$ cat src/rtl/fence_unit_if.sv
// Shared fence kind encoding and the request/memory/i-cache signal bundle of the fence unit.
// master = pipeline side driving requests and status, slave = fence_unit.
package fence_pkg;
  typedef enum logic [1:0] {
    fk_fence   = 2'd0,
    fk_fence_i = 2'd1,
    fk_invalid = 2'd2
  } fence_kind_t;
endpackage

interface fence_if;
  import fence_pkg::*;

  logic        req_valid;
  fence_kind_t req_kind;
  logic        req_ready;
  logic        sb_empty;
  logic        mem_busy;
  logic        ic_inv_req;
  logic        ic_inv_ack;
  logic        stall;
  logic        done;
  logic        redirect;
  logic        illegal;
  logic        timeout;

  modport master (
    output req_valid, req_kind, sb_empty, mem_busy, ic_inv_ack,
    input  req_ready, ic_inv_req, stall, done, redirect, illegal, timeout
  );

  modport slave (
    input  req_valid, req_kind, sb_empty, mem_busy, ic_inv_ack,
    output req_ready, ic_inv_req, stall, done, redirect, illegal, timeout
  );
endinterface

$ cat src/rtl/fence_unit.sv
// Executes FENCE / FENCE.I: drains stores and memory traffic, optionally invalidates
// the i-cache, then pulses done (and redirect for FENCE.I) while stalling the front end.
module fence_unit
  import fence_pkg::*;
#(
  parameter int DRAIN_TIMEOUT = 255
) (
  input  logic       clk,
  input  logic       rst,
  fence_if.slave     bus,
  output logic [1:0] state_dbg
);

  typedef enum logic [1:0] {
    S_IDLE  = 2'd0,
    S_DRAIN = 2'd1,
    S_INV   = 2'd2,
    S_DONE  = 2'd3
  } state_t;

  localparam int CW = (DRAIN_TIMEOUT > 1) ? $clog2(DRAIN_TIMEOUT + 1) : 1;
  localparam logic [CW-1:0] CNT_MAX  = CW'(DRAIN_TIMEOUT);
  localparam logic [CW-1:0] CNT_LAST = CW'((DRAIN_TIMEOUT > 0) ? DRAIN_TIMEOUT - 1 : 0);
  localparam bit TMO_EN = (DRAIN_TIMEOUT > 0);

  state_t      state;
  state_t      state_next;
  fence_kind_t kind_q;
  logic [CW-1:0] cnt;
  logic        illegal_q;
  logic        timeout_q;

  logic        handshake;
  logic        req_is_fence;
  logic        drained;

  // Handshake: a request transfers on a rising edge where req_valid and req_ready are
  // both 1. req_ready is only offered in IDLE out of reset; nothing is queued elsewhere.
  assign handshake    = bus.req_valid && bus.req_ready;
  assign req_is_fence = (bus.req_kind == fk_fence) || (bus.req_kind == fk_fence_i);
  assign drained      = bus.sb_empty && !bus.mem_busy;

  always_ff @(posedge clk or negedge rst) begin
    if (!rst) begin
      state <= S_IDLE;
    end else begin
      state <= state_next;
    end
  end

  always_comb begin
    state_next = state;
    case (state)
      S_IDLE: begin
        if (handshake && req_is_fence) state_next = S_DRAIN;
      end
      S_DRAIN: begin
        if (drained) state_next = (kind_q == fk_fence_i) ? S_INV : S_DONE;
      end
      S_INV: begin
        if (bus.ic_inv_ack) state_next = S_DONE;
      end
      S_DONE: begin
        state_next = S_IDLE;
      end
      default: begin
        state_next = S_IDLE;
      end
    endcase
  end

  always_ff @(posedge clk or negedge rst) begin
    if (!rst) begin
      kind_q <= fk_fence;
    end else if (handshake && req_is_fence) begin
      kind_q <= bus.req_kind;
    end
  end

  // Counts unsuccessful drain cycles, saturating so the timeout pulse cannot repeat.
  always_ff @(posedge clk or negedge rst) begin
    if (!rst) begin
      cnt <= '0;
    end else if (handshake && req_is_fence) begin
      cnt <= '0;
    end else if (state == S_DRAIN && !drained && cnt != CNT_MAX) begin
      cnt <= cnt + CW'(1);
    end
  end

  always_ff @(posedge clk or negedge rst) begin
    if (!rst) begin
      illegal_q <= 1'b0;
      timeout_q <= 1'b0;
    end else begin
      illegal_q <= handshake && !req_is_fence;
      timeout_q <= TMO_EN && (state == S_DRAIN) && !drained && (cnt == CNT_LAST);
    end
  end

  // Moore outputs; req_ready also gates on rst so it drops the moment reset asserts.
  assign bus.req_ready  = (state == S_IDLE) && rst;
  assign bus.stall      = (state != S_IDLE);
  assign bus.ic_inv_req = (state == S_INV);
  assign bus.done       = (state == S_DONE);
  assign bus.redirect   = (state == S_DONE) && (kind_q == fk_fence_i);
  assign bus.illegal    = illegal_q;
  assign bus.timeout    = timeout_q;
  assign state_dbg      = state;

endmodule

$ cat src/flat_wrapper.sv
// flat-port wrapper written by rule: the top's interface ports become plain ports
module fence_unit_flat import fence_pkg::*;
#(
  parameter int DRAIN_TIMEOUT = 255
)
  (clk, rst, state_dbg, bus_req_valid, bus_req_kind, bus_sb_empty, bus_mem_busy, bus_ic_inv_ack, bus_req_ready, bus_ic_inv_req, bus_stall, bus_done, bus_redirect, bus_illegal, bus_timeout);
  fence_if bus_i ();
  input  logic clk;
  input  logic rst;
  output logic [1:0] state_dbg;
  input wire logic [$bits(bus_i.req_valid)-1:0] bus_req_valid;
  input wire logic [$bits(bus_i.req_kind)-1:0] bus_req_kind;
  input wire logic [$bits(bus_i.sb_empty)-1:0] bus_sb_empty;
  input wire logic [$bits(bus_i.mem_busy)-1:0] bus_mem_busy;
  input wire logic [$bits(bus_i.ic_inv_ack)-1:0] bus_ic_inv_ack;
  output wire logic [$bits(bus_i.req_ready)-1:0] bus_req_ready;
  output wire logic [$bits(bus_i.ic_inv_req)-1:0] bus_ic_inv_req;
  output wire logic [$bits(bus_i.stall)-1:0] bus_stall;
  output wire logic [$bits(bus_i.done)-1:0] bus_done;
  output wire logic [$bits(bus_i.redirect)-1:0] bus_redirect;
  output wire logic [$bits(bus_i.illegal)-1:0] bus_illegal;
  output wire logic [$bits(bus_i.timeout)-1:0] bus_timeout;
  assign bus_i.req_valid = bus_req_valid;
  assign bus_i.req_kind = bus_req_kind;
  assign bus_i.sb_empty = bus_sb_empty;
  assign bus_i.mem_busy = bus_mem_busy;
  assign bus_i.ic_inv_ack = bus_ic_inv_ack;
  assign bus_req_ready = bus_i.req_ready;
  assign bus_ic_inv_req = bus_i.ic_inv_req;
  assign bus_stall = bus_i.stall;
  assign bus_done = bus_i.done;
  assign bus_redirect = bus_i.redirect;
  assign bus_illegal = bus_i.illegal;
  assign bus_timeout = bus_i.timeout;
  fence_unit #(.DRAIN_TIMEOUT(DRAIN_TIMEOUT)) u_core (.clk(clk), .rst(rst), .bus(bus_i), .state_dbg(state_dbg));
endmodule
$ cat config.mk
export PLATFORM = sky130hd
export DESIGN_NAME = fence_unit_flat
export DESIGN_NICKNAME = d
export VERILOG_FILES = /design/src/rtl/fence_unit_if.sv /design/src/rtl/fence_unit.sv /design/src/flat_wrapper.sv
export SDC_FILE = /design/constraint.sdc
export NUM_CORES = 1
export LEC_CHECK = 0
export BUFFER_PORTS_ARGS = -buffer_cell sky130_fd_sc_hd__buf_2
export CORE_MARGIN = 8
export CORE_UTILIZATION = 56
export CTS_BUF_LIST = sky130_fd_sc_hd__clkbuf_16
export CTS_CLUSTER_SIZE = 30
export DETAILED_ROUTE_END_ITERATION = 8
export MAX_ROUTING_LAYER = met4
export PLACE_DENSITY = 0.81
export SLEW_MARGIN = 25
export SYNTH_ARGS = -nofsm -noshare
export SYNTH_HDL_FRONTEND = slang
export SYNTH_SLANG_ARGS = --single-unit
$ cat constraint.sdc
create_clock -name clk -period 3.2 [get_ports clk]
set_clock_uncertainty 0.15 [all_clocks]
set_input_delay 0.16 -clock clk [delete_from_list [all_inputs] [get_ports clk]]
set_output_delay 0.16 -clock clk [all_outputs]
set_load 0.005 [all_outputs]
# Word-level counts from Yosys, hierarchy flattened
# Cells that the tools add are included.
# classes
n_addsub	1
n_eq_ne	10
mux	7
reduce_logical	18
# op_table
cell	n
8-bit 2-to-1 mux	2
1-bit logical AND	9
8-bit by 1-bit adder with 8-bit output (second input constant)	1
8-bit equality test (second input constant)	1
8-bit != test (second input constant)	1
2-bit one-hot mux with 4 select lines	1
2-bit by 1-bit equality test with 1-bit output (second input constant)	3
2-bit 2-to-1 mux	3
2-bit equality test (second input constant)	2
2-bit logical NOT	2
2-bit by 1-bit != test with 1-bit output (second input constant)	2
2-bit nonzero test	2
1-bit logical NOT	3
3-bit AND reduction	1
2-bit != test (second input constant)	1
1-bit logical OR	1
1-bit 2-to-1 mux	1
# totals
register_bits	14
elab_cells	41

# Longest topological paths before layout
# depth
ltp_word	7
mapped_depth	6
ltp_nobuf	6

# Worst setup path after synthesis
# Ideal clock, no wire load.
# synth_timing
path_kind	reg2reg
startpoint	register u_core.state[0] (netlist: u_core.state_dbg[0])
endpoint	register u_core.state[0] (netlist: u_core.state_dbg[0])
setup_ns	0.124
arrival_time_ns	1.537
setup_slack_ns	1.388
stages_incl_launch_ff	7
path_buffers	0
path_cell_list	dfrtp_1 inv_1 ha_1 nand4b_4 a222oi_1 and4b_1 a21oi_1
# synth_via
elab_chain_cells	6
elab_cells_between_ends	12
classes_between	6 x eq/ne; 1 x mux; 5 x reduce/logical
# synth_lines
element	line_no	rtl
start, declared	fence_unit.sv:26	state_t state;
start signal, assigned	fence_unit.sv:47	state <= state_next;
2-bit logical NOT	fence_unit.sv:53, fence_unit.sv:102	
1-bit logical AND	fence_unit.sv:102	assign bus.req_ready = (state == S_IDLE) && rst;
1-bit logical AND	fence_unit.sv:39	assign handshake = bus.req_valid && bus.req_ready;
1-bit logical AND	fence_unit.sv:55	if (handshake && req_is_fence) state_next = S_DRAIN;
2-bit by 1-bit != test with 1-bit output (no source line)	--	
3-bit AND reduction (no source line)	--	
# Parallel ways exist; a longest one is shown, timed or not.
# A chain may end at the register's enable or synchronous reset.

# Worst setup path in the final report
# Ends and elaborated chain as after synthesis.

==> metrics.md <==
| Metric | Value |
|---|---|
| Status | finished clean |
| Area delta synth->final | 21.7% |
| 1st-pass router iterations | 4 |
| Clock Sinks | 14 |
| Synth top area share | 42.2% |
| FMAX | 477 MHz |
| Leakage power | 0.524 nW |
| Nets | 118 |
| Synth top area cells | dfrtp_1, ha_1, nand4_1, mux2i_1, inv_1 |
| Sequential power share | 35.4% |
| Clk network pwr share | 27.0% |
| Comb power frac | 37.6% |
| I/O pin count | 17 |
| Die X | 54.5 microns |
| Worst setup SP type | flip-flop |
| Final Hold Vio Count | 0 |
| Routed vias | 708 |
| Total Routing Usage GR | 15.2% |
| Worst Path Required | 3.17 ns |
| Crit path max fanout | 6 |
| Critical Path AT | 2.07 ns |
| Number of global-route vias before repair | 648 |
| H-tree lvl count | 1 |
| Setup bufs post-CTS | 0 |
| CTS tree | yes |
| Setup violators final | 0 |
| Global-route wire length before repair | 3130 microns |
| # fillers | 107 |
| Routed Antenna Nets | 0 |
| Area of the core | 1450 sq um |
| Tcrit/Tclk final | 65.5% |
| Cell taking the most area after synthesis | dfrtp_1 |
| Post-Syn Nets | 97 |
| Layout cells sized above 1 | 23.8% |
| DP Worst Slack | 1.12 ns |
| Drt drc | 0 |
| Sw Pwr | 0.000303 W |
| Worst-Skew Late Latency | 0.24 ns |
| Internal power | 0.000538 W |
| Clock buffer depth | 2 |
| Crit end category | flip-flop |
| Root buf cell | clkbuf_16 |
| Initial antenna violation count | 0 |
| Vias per cell | 6.05 |
| Rows | 14 |
| Max Slew Vio Count | 0 |
| Syn Inst Count | 82 |
| RSZ-0062 raised after global routing | no |
| Register bit total from synthesis | 14 |
| Peak supply drop | 0.458 mV |
| MaxCap Viol Count | 0 |
| Inserted Diodes | 0 |
| Die Ht | 54.5 microns |
| Cts bufs inserted | 3 |
| Wire per inst | 16.0 microns |
| Switching share of power | 36.0% |
| Sequential-to-total area share from yosys stat | 42.2% |
| Detail Placement HPWL | 1340 microns |
| Pwr Density | 832 nW/um^2 |
| GP Congestion | 0.909 |
| Crit Path Class | flip-flop to flip-flop |
| Total wire length | 1870 microns |
| Die area | 2970 sq um |
| Post-layout util | 69.5% |
| Least-Margin Pin Slew | 0.507 ns |
| Netlist Area Pre-Place | 831 sq um |
| Ys Warns | 0 |
| Largest net degree at the start of global routing | 17 |
| Yosys cell types | 30 |
| Clock Pin Slew Worst Setup and Hold Paths | 0.04 ns |
| Total gr overflow | 0 |
| PortBufs | 16 |
| Initial DRC Count | 25 |
| Post-Synthesis Mean Instance Area | 10.1 sq um |
| Starting Density | 57.1% |
| Worst slew margin | 66.1% |
| Setup tns final | 0 ns |
| Min cycle time layout | 2.10 ns |
| Min-delay worst type | primary input to flip-flop |
| Setup WS post-layout | 1.10 ns |
placed cells by master (no fill, tap or decap), types with 2 or more instances in the layout:
master,instances
nand4_1,5
dfrtp_1,14
o21ai_0,3
ha_1,7
buf_2,16
mux2i_1,3
a31oi_1,2
nand2_1,6
and3_1,4
nor2_1,4
a311oi_1,2
nand3_1,5
dlygate4sd3_1,2
a21oi_1,2
clkbuf_16,3
inv_1,7
and2_2,2
critical path, stage by stage (launching register included):
cell and delay (ns):
dfrtp_1 0.43, inv_1 0.15, ha_1 0.28, nand4b_4 0.17, a222oi_1 0.45, and4b_1 0.29
a21oi_1 0.05
per-layer routing:
layer	GRT usage (%)	wire length, microns	vias to the layer above
met5	-	0	-
met4	7.38	36	0
met3	3.26	179	7
met2	23.7	883	35
met1	18.1	770	326
li1	-	-	340
power groups by stage:
stage / logic [W] / clock network, W / registers [W]
2_1_floorplan: 0.000218 / 0 / 0.000284
3_3_place_gp: 0.000302 / 0 / 0.000292
4_1_cts: 0.000319 / 0.000231 / 0.000295
5_1_grt: 0.000359 / 0.000245 / 0.000306
6_report: 0.000316 / 0.000227 / 0.000298
3_5_place_dp: 0.000312 / 0 / 0.000296
path summary, 6_finish.rpt:
check	startpoint	end	slack, ns	cells after the start
setup / recovery	u_core.state_dbg[0]$_DFFE_PN0P_	u_core.state_dbg[0]$_DFFE_PN0P_	1.10	6
hold / removal	bus_req_kind[1]	u_core.bus.illegal$_DFF_PN0_	0.08	2
setup reg to reg	u_core.state_dbg[0]$_DFFE_PN0P_	u_core.state_dbg[0]$_DFFE_PN0P_	1.10	6
hold reg to reg	u_core.kind_q[0]$_DFFE_PN0N_	u_core.kind_q[0]$_DFFE_PN0N_	0.36	1
max in group asynchronous	rst	u_core.bus.timeout$_DFF_PN0_	2.40	2
min in group asynchronous	rst	u_core.state_dbg[0]$_DFFE_PN0P_	0.23	2
kinds of logic after synthesis:
| group | Yosys count | synth area share, % |
|---|---|---|
| AOI/OAI and AO/OA | 14 | 11.1 |
| xor gates and xnor gates | 1 | 1.05 |
| adders and majority gates | 7 | 10.5 |
| buffers and inverters | 9 | 4.97 |
| DFF | 14 | 42.2 |
| muxes | 4 | 4.97 |
| and+or+nand+nor | 33 | 25.1 |
cell type report:
cell class / count / area [sq um] / area share (%)
multi-input combinational: 59 / 439 / 43.4
sequential: 14 / 350 / 34.7
timing repair buffer: 18 / 100 / 9.90
clock buffer: 3 / 75.1 / 7.43
inverter: 7 / 26.3 / 2.60
tap: 16 / 20.0 / 1.98
sequential cells by signal (all words and copies together) (netlist names):
register,flops
u_core.kind_q,2
u_core.bus.illegal,1
u_core.cnt,8
u_core.state_dbg,2
u_core.bus.timeout,1
per-stage QoR:
| step | std cells | hold WS (ns) | instance area, sq um | total power [W] |
|---|---|---|---|---|
| 2_1_floorplan | 82 | -0.286 | 831 | 0.000501 |
| 3_3_place_gp | 112 | -0.0560 | 916 | 0.000594 |
| 3_5_place_dp | 112 | -0.0542 | 916 | 0.000608 |
| 4_1_cts | 117 | 0.0787 | 1010 | 0.000845 |
| 5_1_grt | 117 | 0.0772 | 1010 | 0.000911 |
| 6_report | 117 | 0.0770 | 1010 | 0.000841 |
Yosys cell counts (all sizes together):
cell and number:
mux2 1, nand4b 1, a222oi 1, nand2 6
a311oi 2, clkbuf 1, nor3 1, nor2 4
a21oi 2, a31oi 2, mux2i 3, inv 7
xnor2 1, buf 1, nand3 5, and4b 1
a211oi 1, dfrtp 14, o31ai 1, and3 4
o21ai 4, nand2b 1, ha 7, and2 3
o211ai 1, nor3b 1, nand4 5, and4 1
timing repair:
item	4_1_cts	5_1_grt
hold buffers	2	0
endpoints found under the hold margin	15	0
endpoints found under the setup margin	0	0
resized for setup	0	0
Note: power is estimated with default switching activity, not from simulation.
